**src/rtl/alu_dual_lane_pipe.sv**
```systemverilog
// Three-stage dual-lane ALU: pre-add -> multiply -> post-add/concat, one global stall.
// ALU_SAT_EN: clamp overflowing post-add results instead of wrapping.
// ctrl bits: [14] pre_x_en [13] pre_x_sub [12] pre_y_en [11] pre_y_sub
//            [10] mul_x_en [9:7] mul_x_sel [6] mul_y_en [5:3] mul_y_sel
//            [2] post_en [1] post_sub [0] post_sel
module alu_dual_lane_pipe #(
  parameter int WIDTH = 8,
  parameter int OUT_W = 16
) (
  input  logic             clk,
  input  logic             rst_n,
  input  logic             flush,
  input  logic             in_valid,
  output logic             in_ready,
  input  logic [14:0]      ctrl,
  input  logic [WIDTH-1:0] x0,
  input  logic [WIDTH-1:0] x1,
  input  logic [WIDTH-1:0] y0,
  input  logic [WIDTH-1:0] y1,
  output logic             out_valid,
  input  logic             out_ready,
  output logic [OUT_W-1:0] result,
  output logic             ovf
);

  localparam int PW = WIDTH + 1;
  localparam int MW = 2 * WIDTH + 2;
  localparam int RW = 2 * WIDTH + 3;
  localparam int HW = OUT_W / 2;

  localparam logic signed [PW-1:0] ONE_P = {{(PW-1){1'b0}}, 1'b1};

  logic adv;
  logic take;

  assign adv      = !out_valid | out_ready;
  assign in_ready = adv & !flush;
  assign take     = in_valid & in_ready;

  // ---------------- stage 1: pre-add and operand select ----------------
  logic signed [PW-1:0] x0_e, x1_e, y0_e, y1_e;
  logic signed [PW-1:0] px_c, py_c, opx_c, opy_c;

  assign x0_e = {x0[WIDTH-1], x0};
  assign x1_e = {x1[WIDTH-1], x1};
  assign y0_e = {y0[WIDTH-1], y0};
  assign y1_e = {y1[WIDTH-1], y1};

  always_comb begin
    px_c = x0_e;
    if (ctrl[14]) px_c = ctrl[13] ? (x0_e - x1_e) : (x0_e + x1_e);
    py_c = y0_e;
    if (ctrl[12]) py_c = ctrl[11] ? (y0_e - y1_e) : (y0_e + y1_e);
  end

  // Multiplier operands are chosen here so only W+1-bit values cross stage 1.
  always_comb begin
    opx_c = '0;
    case (ctrl[9:7])
      3'd0:    opx_c = x0_e;
      3'd1:    opx_c = x1_e;
      3'd2:    opx_c = px_c;
      3'd3:    opx_c = y1_e;
      3'd4:    opx_c = ONE_P;
      default: opx_c = '0;
    endcase
    opy_c = '0;
    case (ctrl[5:3])
      3'd0:    opy_c = y0_e;
      3'd1:    opy_c = y1_e;
      3'd2:    opy_c = py_c;
      3'd3:    opy_c = x1_e;
      3'd4:    opy_c = ONE_P;
      default: opy_c = '0;
    endcase
  end

  logic                 s1_valid;
  logic signed [PW-1:0] s1_px, s1_py, s1_opx, s1_opy;
  logic                 s1_mx_en, s1_my_en;
  logic [2:0]           s1_post;

  // ---------------- stage 2: multiply ----------------
  logic signed [MW-1:0] px_w, py_w, opx_w, opy_w, mx_c, my_c;

  assign px_w  = {{(MW-PW){s1_px[PW-1]}}, s1_px};
  assign py_w  = {{(MW-PW){s1_py[PW-1]}}, s1_py};
  assign opx_w = {{(MW-PW){s1_opx[PW-1]}}, s1_opx};
  assign opy_w = {{(MW-PW){s1_opy[PW-1]}}, s1_opy};
  assign mx_c  = s1_mx_en ? (px_w * opx_w) : px_w;
  assign my_c  = s1_my_en ? (py_w * opy_w) : py_w;

  logic                 s2_valid;
  logic signed [MW-1:0] s2_mx, s2_my;
  logic                 s2_post_en, s2_post_sub, s2_post_sel;

  // ---------------- stage 3: post-add / concat ----------------
  logic signed [RW-1:0]   mx_r, my_r, addend, r_c;
  logic [RW-OUT_W:0]      r_hi;
  logic                   fits;
  logic [OUT_W-1:0]       res_c;
  logic                   ovf_c;

  assign mx_r   = {s2_mx[MW-1], s2_mx};
  assign my_r   = {s2_my[MW-1], s2_my};
  assign addend = s2_post_sel ? '0 : my_r;
  assign r_c    = s2_post_sub ? (mx_r - addend) : (mx_r + addend);
  assign r_hi   = r_c[RW-1:OUT_W-1];
  assign fits   = (&r_hi) | ~(|r_hi);

  always_comb begin
    ovf_c = 1'b0;
    res_c = {s2_my[HW-1:0], s2_mx[HW-1:0]};
    if (s2_post_en) begin
      ovf_c = !fits;
`ifdef ALU_SAT_EN
      if (fits)              res_c = r_c[OUT_W-1:0];
      else if (r_c[RW-1])    res_c = {1'b1, {(OUT_W-1){1'b0}}};
      else                   res_c = {1'b0, {(OUT_W-1){1'b1}}};
`else
      res_c = r_c[OUT_W-1:0];
`endif
    end
  end

  // Valids: flush wins over stall and over new input.
  always_ff @(posedge clk or negedge rst_n) begin
    if (!rst_n) begin
      s1_valid  <= 1'b0;
      s2_valid  <= 1'b0;
      out_valid <= 1'b0;
    end else if (flush) begin
      s1_valid  <= 1'b0;
      s2_valid  <= 1'b0;
      out_valid <= 1'b0;
    end else if (adv) begin
      s1_valid  <= take;
      s2_valid  <= s1_valid;
      out_valid <= s2_valid;
    end
  end

  always_ff @(posedge clk or negedge rst_n) begin
    if (!rst_n) begin
      s1_px       <= '0;
      s1_py       <= '0;
      s1_opx      <= '0;
      s1_opy      <= '0;
      s1_mx_en    <= 1'b0;
      s1_my_en    <= 1'b0;
      s1_post     <= '0;
      s2_mx       <= '0;
      s2_my       <= '0;
      s2_post_en  <= 1'b0;
      s2_post_sub <= 1'b0;
      s2_post_sel <= 1'b0;
      result      <= '0;
      ovf         <= 1'b0;
    end else if (adv) begin
      s1_px       <= px_c;
      s1_py       <= py_c;
      s1_opx      <= opx_c;
      s1_opy      <= opy_c;
      s1_mx_en    <= ctrl[10];
      s1_my_en    <= ctrl[6];
      s1_post     <= ctrl[2:0];
      s2_mx       <= mx_c;
      s2_my       <= my_c;
      s2_post_en  <= s1_post[2];
      s2_post_sub <= s1_post[1];
      s2_post_sel <= s1_post[0];
      result      <= res_c;
      ovf         <= ovf_c;
    end
  end

endmodule

```
**config.mk**
```make
export PLATFORM = sky130hd
export DESIGN_NAME = alu_dual_lane_pipe
export DESIGN_NICKNAME = d
export VERILOG_FILES = /design/src/rtl/alu_dual_lane_pipe.sv
export SDC_FILE = /design/constraint.sdc
export NUM_CORES = 1
export LEC_CHECK = 0
export ABC_AREA = 1
export BUFFER_PORTS_ARGS = -buffer_cell sky130_fd_sc_hd__buf_2
export CAP_MARGIN = 20
export CORE_UTILIZATION = 55
export DETAILED_ROUTE_END_ITERATION = 6
export GPL_TIMING_DRIVEN = 1
export PLACE_DENSITY = 0.83
export SLEW_MARGIN = 20
export SYNTH_ARGS = -nofsm -noshare
export SYNTH_HDL_FRONTEND = slang
export SYNTH_SLANG_ARGS = --single-unit
export TNS_END_PERCENT = 5
```
**constraint.sdc**
```tcl
create_clock -name clk -period 5.18 [get_ports clk]
set_input_delay 1.036 -clock clk [delete_from_list [all_inputs] [get_ports clk]]
set_output_delay 1.036 -clock clk [all_outputs]
set_load 0.02 [all_outputs]
```
# After elaboration in Yosys (flattened, before gate mapping)
# Index checks and enable logic that the tools add are counted.
# word_totals
word_cells,64
in_bits,52
out_inout_bits,19
reg_bits,100
# op_classes
eq_ne,8
n_mux,18
n_mul,2
n_reduce_logical,8
bitwise,5
n_addsub,6
# op_table
op,n
$pmux W9 S5,2
$mux W19,2
$mul A9 B9 Y18,2
$mux W18,2
$mux W9,4
$add A18 B19 Y19,1
$sub A18 B19 Y19,1
$add A8 B8 Y9,2
$sub A8 B8 Y9,2
$mux W16,1
$eq A3 B2 Y1 const B,4
$mux W1,7
$eq A3 B1 Y1 const B,2
$eq A3 B3 Y1 const B,2
$logic_not A3 Y1,2
$reduce_and A4 Y1,1
$reduce_or A4 Y1,1
$logic_not A1 Y1,3
$and A1 B1 Y1,2
$or A1 B1 Y1,2
$reduce_bool A2 Y1,1
$not A1 Y1,1

# Logic depth before layout (Yosys ltp)
# Gate-level depths: netlist of the first run.
# depth
ltp_word,8
mapped_depth,25
ltp_nobuf,24

# Worst setup path after synthesis of the first run
# Ideal clock, no wire load.
# synth_path
path_kind,register to register
from,register s1_opx[8]
to,register s2_mx[13]
arrival_ps,4740
setup_slack_ps,318
n_path_buf,0
setup_ps,122
period_less_slack_ps,4862
path_stages_with_launch,17
cell_sequence,dfrtp_1 clkinv_1 or2_2 fa_1 fa_1 inv_1 fa_1 fa_1 fa_1 ha_1 a21oi_1 o21ai_0 a21oi_1 o21ai_0 or2_2 nand3_1 a21oi_1
# synth_between
elab_chain_cells,2
# synth_rtl
item,line,rtl
from (decl),79,"logic signed [PW-1:0] s1_px, s1_py, s1_opx, s1_opy;"
from (signal assigned),162,s1_opx <= opx_c;
$mul A9 B9 Y18,90,assign mx_c = s1_mx_en ? (px_w * opx_w) : px_w;
$mux W18,90,
to (signal assigned),167,s2_mx <= mx_c;
to (decl),94,"logic signed [MW-1:0] s2_mx, s2_my;"
# Every way passes these cells.
# A chain may end at the register's enable or synchronous reset.

# Worst setup path in the final report of the first run
# layout_path
from,register s1_py[5]
to,register s2_my[13]
# layout_between
elab_chain_cells,2
# layout_rtl
item,line,rtl
from (decl),79,
from (signal assigned),161,s1_py <= py_c;
$mul A9 B9 Y18,91,assign my_c = s1_my_en ? (py_w * opy_w) : py_w;
$mux W18,91,
to (signal assigned),168,s2_my <= my_c;
to (decl),94,
# Every way passes these cells.

==> results of run 1 <==
## power groups by stage
stage	clock network [µW]	logic (µW)	registers (µW)
2_1_floorplan	0	4100	1230
3_3_place_gp	0	5030	1310
3_5_place_dp	0	5210	1320
4_1_cts	717	5260	1310
5_1_grt	739	6090	1340
6_report	700	5290	1320
## repair_timing
action | CTS | global route
endpoints found under the hold margin | 0 | 0
endpoints found under the setup margin | 0 | 4
resized for setup | 0 | 8
## worst max path at each step
stage,from,end,cells past startpoint
6_report,s1_py[5],s2_my[13],19
5_1_grt,s1_px[8],s2_mx[16],17
4_1_cts,s1_opx[8],s2_mx[13],16
3_5_place_dp,s1_opx[8],s2_mx[13],16
3_3_place_gp,s1_opx[8],s2_mx[13],16
2_1_floorplan,s1_opx[8],s2_mx[13],16
## layout make-up
class | instances | area (µm²)
Clock buffer | 12 | 246
Clock inverter | 4 | 55.1
Fill cell | 2068 | 9410
Inverter | 349 | 1320
Multi-Input combinational cell | 1335 | 9400
Sequential cell | 100 | 2510
Tap cell | 319 | 399
Timing Repair Buffer | 79 | 420
## worst max-delay path, delay by kind of cell (launching register included)
| family | cells | cell delay (ns) |
|---|---|---|
| and+or+nand+nor | 5 | 0.40 |
| AOI/OAI and AO/OA | 5 | 0.88 |
| buffers and inverters | 3 | 0.18 |
| DFF | 1 | 0.59 |
| adders and majority gates | 6 | 2.83 |
## per-layer routing
metal | up-vias | global-route usage | wire length, µm
li1 | 5799 | - | -
met1 | 5524 | 0.358 | 14200
met2 | 468 | 0.448 | 14700
met3 | 71 | 0.0425 | 2120
met4 | 0 | 0.101 | 1070
met5 | - | 0 | 0
## sequential cells by signal (all words and copies together) (netlist names), 3 cells and up
register and count:
s1_py 9, s1_opy 9, s1_px 9, s1_post 3, s1_opx 9, result 16
s2_mx 18, s2_my 18
## cells by family (layout without fill, tap and decap cells)
family | Yosys count | in the layout | share of synthesized area
AOI/OAI and AO/OA | 290 | 290 | 0.119
xor gates and xnor gates | 59 | 59 | 0.0383
adders and majority gates | 256 | 256 | 0.317
buffers and inverters | 416 | 444 | 0.118
DFF | 100 | 100 | 0.186
and+or+nand+nor | 730 | 730 | 0.221
## cell usage in the layout, fill, tap and decap left out, types with 6 or more instances in the layout
cell type,synthesis,final
or2_2,8,8
a21oi_1,109,108
nand4_1,12,12
nand2_1,472,472
o211ai_1,13,13
o21bai_1,7,7
inv_1,342,342
fa_1,143,142
a31oi_1,9,9
a221oi_1,6,6
buf_4,0,10
o21ai_0,113,113
nor2_1,129,128
o22ai_1,8,8
nor3_1,17,17
dfrtp_1,100,95
clkbuf_16,0,9
xor2_1,35,35
buf_2,2,69
xnor2_1,24,24
nand3_1,75,75
ha_1,113,112
## metrics by stage
step / instance area [µm²] / TNS [ns] / hold WS, ns / util / std cells
floorplan: 13500 / 0 / 0.449 / - / 1851
global placement: 14000 / 0 / 0.457 / 0.590 / 2182
detailed placement: 14000 / 0 / 0.461 / 0.590 / 2182
CTS: 14300 / 0 / 0.480 / 0.603 / 2198
global route: 14300 / -0.00596 / 0.501 / 0.604 / 2198
finish: 14300 / 0 / 0.473 / 0.604 / 2198
==> reports/results.tsv, run 1 <==
stage	metric	value	unit
critical_path	R2R setup slack	0.23	ns
critical_path	Worst Path Required	5.46	ns
placed_design	number of port buffers	70	
routing	total wire length	32.1	mm
cts	Post-CTS Setup Inserts	0	
routing	via/cell ratio	5.40	
power	combinational fraction of design power	0.724	
critical_path	worst reg2reg endpoint	s2_my[13]	
die	die area	0.0251	mm²
grt	initial antenna violation count	0	
synthesis	Async SR Flop Fraction	1.00	
routing	DR DRC count	0	
critical_path	CP peak stage delay	0.59	ns
critical_path	FF-to-FF path depth	19	
die	Die Y-Extent	159	µm
timing	Final Max Slew Viols	0	
run_status	result of the run	completed	
grt	global-route usage over all layers	0.271	
synthesis	Cell Area, Synth	0.0135	mm²
critical_path	Crit path top cell by count	fa_1	
synthesis	most common cell in the netlist	nand2_1	
power	P_leak	0.00799	µW
grt	first-pass GRT wire length	53.9	mm
power	Clk pwr share	0.096	
hold_path	Worst Hold Depth	2	
routing	Final ANT Viol Nets	0	
grt	grt ovf	0	
synthesis	Mapped Cells	1851	
die	Row Count	56	
routing	WL per Instance	14.6	µm
die	CORE AREA	0.0238	mm²
synthesis	Synth Register Bits	100	
die	starting density of the core	0.567	
timing	fin crit period	4.95	ns
critical_path	reg-to-reg startpoint	s1_py[5]	
critical_path	critical path fanouts, max	11	
cts	Sink Count	100	
hold_path	Hold Startpoint	result[9]	
critical_path	Worst setup SP type	register	
synthesis	largest area contributor in the netlist	fa_1	
cts	CTS Hold Buffers Added	0	
power	internal power	3460	µW
timing	endpoints failing setup	0	
routing	DR iter-0 viols	768	
cts	Clk Latency, worst-skew pair	0.35	ns
final_layout	layout cells sized above 1	0.0687	
die	Top-Level Pins	71	
critical_path	CP Capture Type	register	
power	NetSw	3840	µW
timing	RSZ-0062 raised after global routing	true	
placed_design	Post-DP HPWL	26.4	mm
synthesis	syn avg cell area	7.28	µm²
power	PwrDens	509	mW/mm²
cts	CTS root buffer	clkbuf_16	
synthesis	Synth area leaders	fa_1, dfrtp_1, nand2_1	
synthesis	sequential element share of the synthesized area	0.186	
synthesis	Syn Nets	2159	
power	total chip power	7310	µW
final_layout	Ant. Diodes	0	
grt	vias in the first global route	11708	
power	switch share	0.526	
timing	final setup skew	0.00632	ns
cts	number of H-tree levels	3	
final_layout	NumNets Final	2182	
critical_path	Arrival @ worst endpoint	5.23	ns
cts	TritonCTS clock tree	built	
flow_run	max_cap viols	0	
hold_path	Hold Crit Endpoint	result[9]	
synthesis	EDFF count, synth	0	
final_layout	P&R area growth vs syn	6.43	%
die	die width	159	µm
power	sequential share of power	0.180	
synthesis	Synth top area share	0.212	
cts	clock tree buffer depth	2	
placed_design	Setup Slack @ Placement	0.184	ns
critical_path	slowest CP cell	dfrtp_1	
placed_design	Routability Congestion	1.03	
routing	1st-pass router iterations	5	
timing	fin crit share	0.955	
timing	Worst Slack Setup Final	0.231	ns
cts	CTS Buf Count	9	
hold_path	HP Class	reg2reg	
synthesis	Main synth FF type	dfrtp_1	
critical_path	worst path cell trace	nand2_1 > fa_1 > inv_1 > fa_1 > inv_1 > fa_1 > inv_1 > fa_1 > fa_1 > ha_1 > a21oi_1 > o21ai_0 > a21oi_1 > nor2_1 > o21ai_0 > nand2_1 > nand2_1 > nand3_1 > a21oi_1	
synthesis	Cell variety after synth	43	
timing	Slew @ Worst Pin	0.912	ns
synthesis	yosys warns	0	
cts	CTS clock-pin slew for the worst setup and hold paths	0.07	ns
grt	largest net degree at the start of global routing	63	
critical_path	WS Path Type	reg2reg	
timing	final hold viol count	0	
power	worst vdd ir	0.238	mV
timing	f_max	0.202	GHz
synthesis	top cells by count, synth	nand2_1, inv_1, fa_1	
routing	vias	11862	
timing	relative slew slack	0.387	
No activity file was read; power rests on OpenSTA's default activity.
==> run 2, diff against run 1 <==
Settings changed: CORE_ASPECT_RATIO from default to 0.9.
==> reports/results.tsv, run 2 (synthesis results as in run 1) <==
stage	metric	value	unit
cts	CTS clock-pin slew for the worst setup and hold paths	0.07	ns
die	Row Count	53	
timing	fin crit share	0.953	
critical_path	critical path fanouts, max	7	
die	CORE AREA	0.0237	mm²
placed_design	DP Area	0.0140	mm²
power	Clk pwr share	0.101	
power	NetSw	3860	µW
power	total chip power	7390	µW
power	switch share	0.523	
routing	Final ANT Viol Nets	0	
critical_path	Worst Path Required	5.42	ns
cts	TritonCTS clock tree	built	
die	die width	167	µm
timing	Slew @ Worst Pin	0.820	ns
final_layout	final instance area	0.0144	mm²
power	P_leak	0.00803	µW
die	Die Y-Extent	150	µm
power	PwrDens	514	mW/mm²
critical_path	CP Capture Type	register	
final_layout	Top Registers	s2_mx x18, s2_my x18, result x16	
critical_path	WS Path Type	reg2reg	
final_layout	most common cell after layout, fill and taps aside	nand2_1	
placed_design	Post-DP HPWL	27.0	mm
placed_design	Routability Congestion	0.983	
timing	fin crit period	4.93	ns
grt	first-pass GRT wire length	56.6	mm
timing	endpoints failing setup	0	
final_layout	Ant. Diodes	0	
critical_path	Arrival @ worst endpoint	5.17	ns
cts	number of H-tree levels	3	
final_layout	Finished Core Util	0.607	
placed_design	number of port buffers	70	
timing	final setup skew	0.00887	ns
placed_design	post-placement cell count	2169	
hold_path	Hold Startpoint	result[8]	
timing	Final Max Slew Viols	0	
timing	f_max	0.203	GHz
critical_path	Crit path top cell by count	fa_1	
critical_path	worst path cell trace	clkinv_1 > or2_2 > fa_1 > fa_1 > inv_1 > fa_1 > fa_1 > fa_1 > ha_2 > a21oi_1 > o21ai_0 > a21oi_1 > o21ai_0 > or2_2 > nand3_1 > a21oi_1	
final_layout	NumNets Final	2187	
hold_path	HP Class	reg2reg	
cts	clock tree buffer depth	2	
critical_path	Worst setup SP type	register	
timing	relative slew slack	0.449	
cts	CTS Buf Count	9	
final_layout	post-route insts no fill	2186	
power	combinational fraction of design power	0.722	
final_layout	layout cells sized above 1	0.0706	
die	Top-Level Pins	71	
flow_run	max_cap viols	0	
grt	grt ovf	0	
routing	WL per Instance	15.3	µm
die	starting density of the core	0.569	
routing	via/cell ratio	5.45	
routing	total wire length	33.4	mm
critical_path	CP peak stage delay	0.55	ns
power	internal power	3520	µW
timing	Fin Setup TNS	0	ns
critical_path	Critical path origin	s1_opx[8]	
grt	initial antenna violation count	1	
die	die area	0.0251	mm²
final_layout	FILL cells	2105	
run_status	result of the run	completed	
critical_path	reg-to-reg startpoint	s1_opx[8]	
critical_path	slowest CP cell	fa_1	
cts	CTS root buffer	clkbuf_16	
power	worst vdd ir	0.244	mV
routing	1st-pass router iterations	5	
grt	global-route usage over all layers	0.280	
grt	largest net degree at the start of global routing	81	
timing	final hold viol count	0	
power	sequential share of power	0.177	
routing	vias	11909	
final_layout	most frequent cells in the layout	nand2_1, inv_1, fa_1, nor2_1, o21ai_0	
final_layout	P&R area growth vs syn	6.69	%
routing	DR DRC count	0	
cts	Clk Latency, worst-skew pair	0.35	ns
grt	vias in the first global route	11901	
routing	DR iter-0 viols	761	
cts	Sink Count	100	
run 2: cell count changes in the layout (fill, tap and decap cells not counted):
cell,change
bufinv_16,+1
a21oi_1,+1
a21oi_2,-1
buf_4,+5
clkinvlp_4,-1
run 2: per-layer routing:
| layer | routed length (µm) | GRT usage |
|---|---|---|
| met5 | 8 | 0 |
| met4 | 1070 | 0.106 |
| met3 | 2360 | 0.0379 |
| met2 | 15000 | 0.453 |
| met1 | 15000 | 0.385 |
run 2: worst paths after layout:
path | cells past startpoint | to | slack (ns)
max | 16 | s2_mx[13] | 0.25
min | 2 | result[8] | 0.48
max reg2reg | 16 | s2_mx[13] | 0.25
min reg2reg | 2 | result[8] | 0.48
max in group asynchronous | 2 | s1_py[6] | 3.39
min in group asynchronous | 1 | result[2] | 0.76
run 2: layout make-up:
type / count / area [µm²] / area share
multi-input cells: 1335 / 9390 / 0.653
flip-flops and latches: 100 / 2510 / 0.174
inverters: 349 / 1320 / 0.0915
repair buffers: 84 / 458 / 0.0319
well taps: 302 / 378 / 0.0263
clock buffers: 12 / 246 / 0.0171
clock inverters: 4 / 77.6 / 0.00540
run 2: timing repair:
action | CTS | global route
hold buffers | 0 | 0
buffers inserted | 0 | 1
gates resized for setup | 0 | 7
endpoints found under the setup margin | 0 | 5
run 2: power groups by stage:
| stage | Combinational [µW] | Clock, µW | Sequential (µW) |
|---|---|---|---|
| after floorplan | 4100 | 0 | 1230 |
| after global placement | 5090 | 0 | 1310 |
| after detailed placement | 5230 | 0 | 1310 |
| after CTS | 5290 | 755 | 1300 |
| after global routing | 6130 | 784 | 1340 |
| final | 5330 | 748 | 1310 |
run 2: critical path, delay by kind of cell (launching register included):
kind                     cells  cell delay (ns)
adder cells (fa/ha/maj)      6             2.90
AO/OA/AOI/OAI                5             0.68
buffers and inverters        2             0.17
flip-flops                   1             0.41
AND/OR/NAND/NOR              3             0.66
run 2: through the flow:
step	setup WS [ns]	hold WS, ns
after detailed placement	0.180	0.467
after floorplan	0.318	0.449
final	0.246	0.479
after global routing	-0.00317	0.511
after CTS	0.153	0.484
after global placement	0.286	0.459
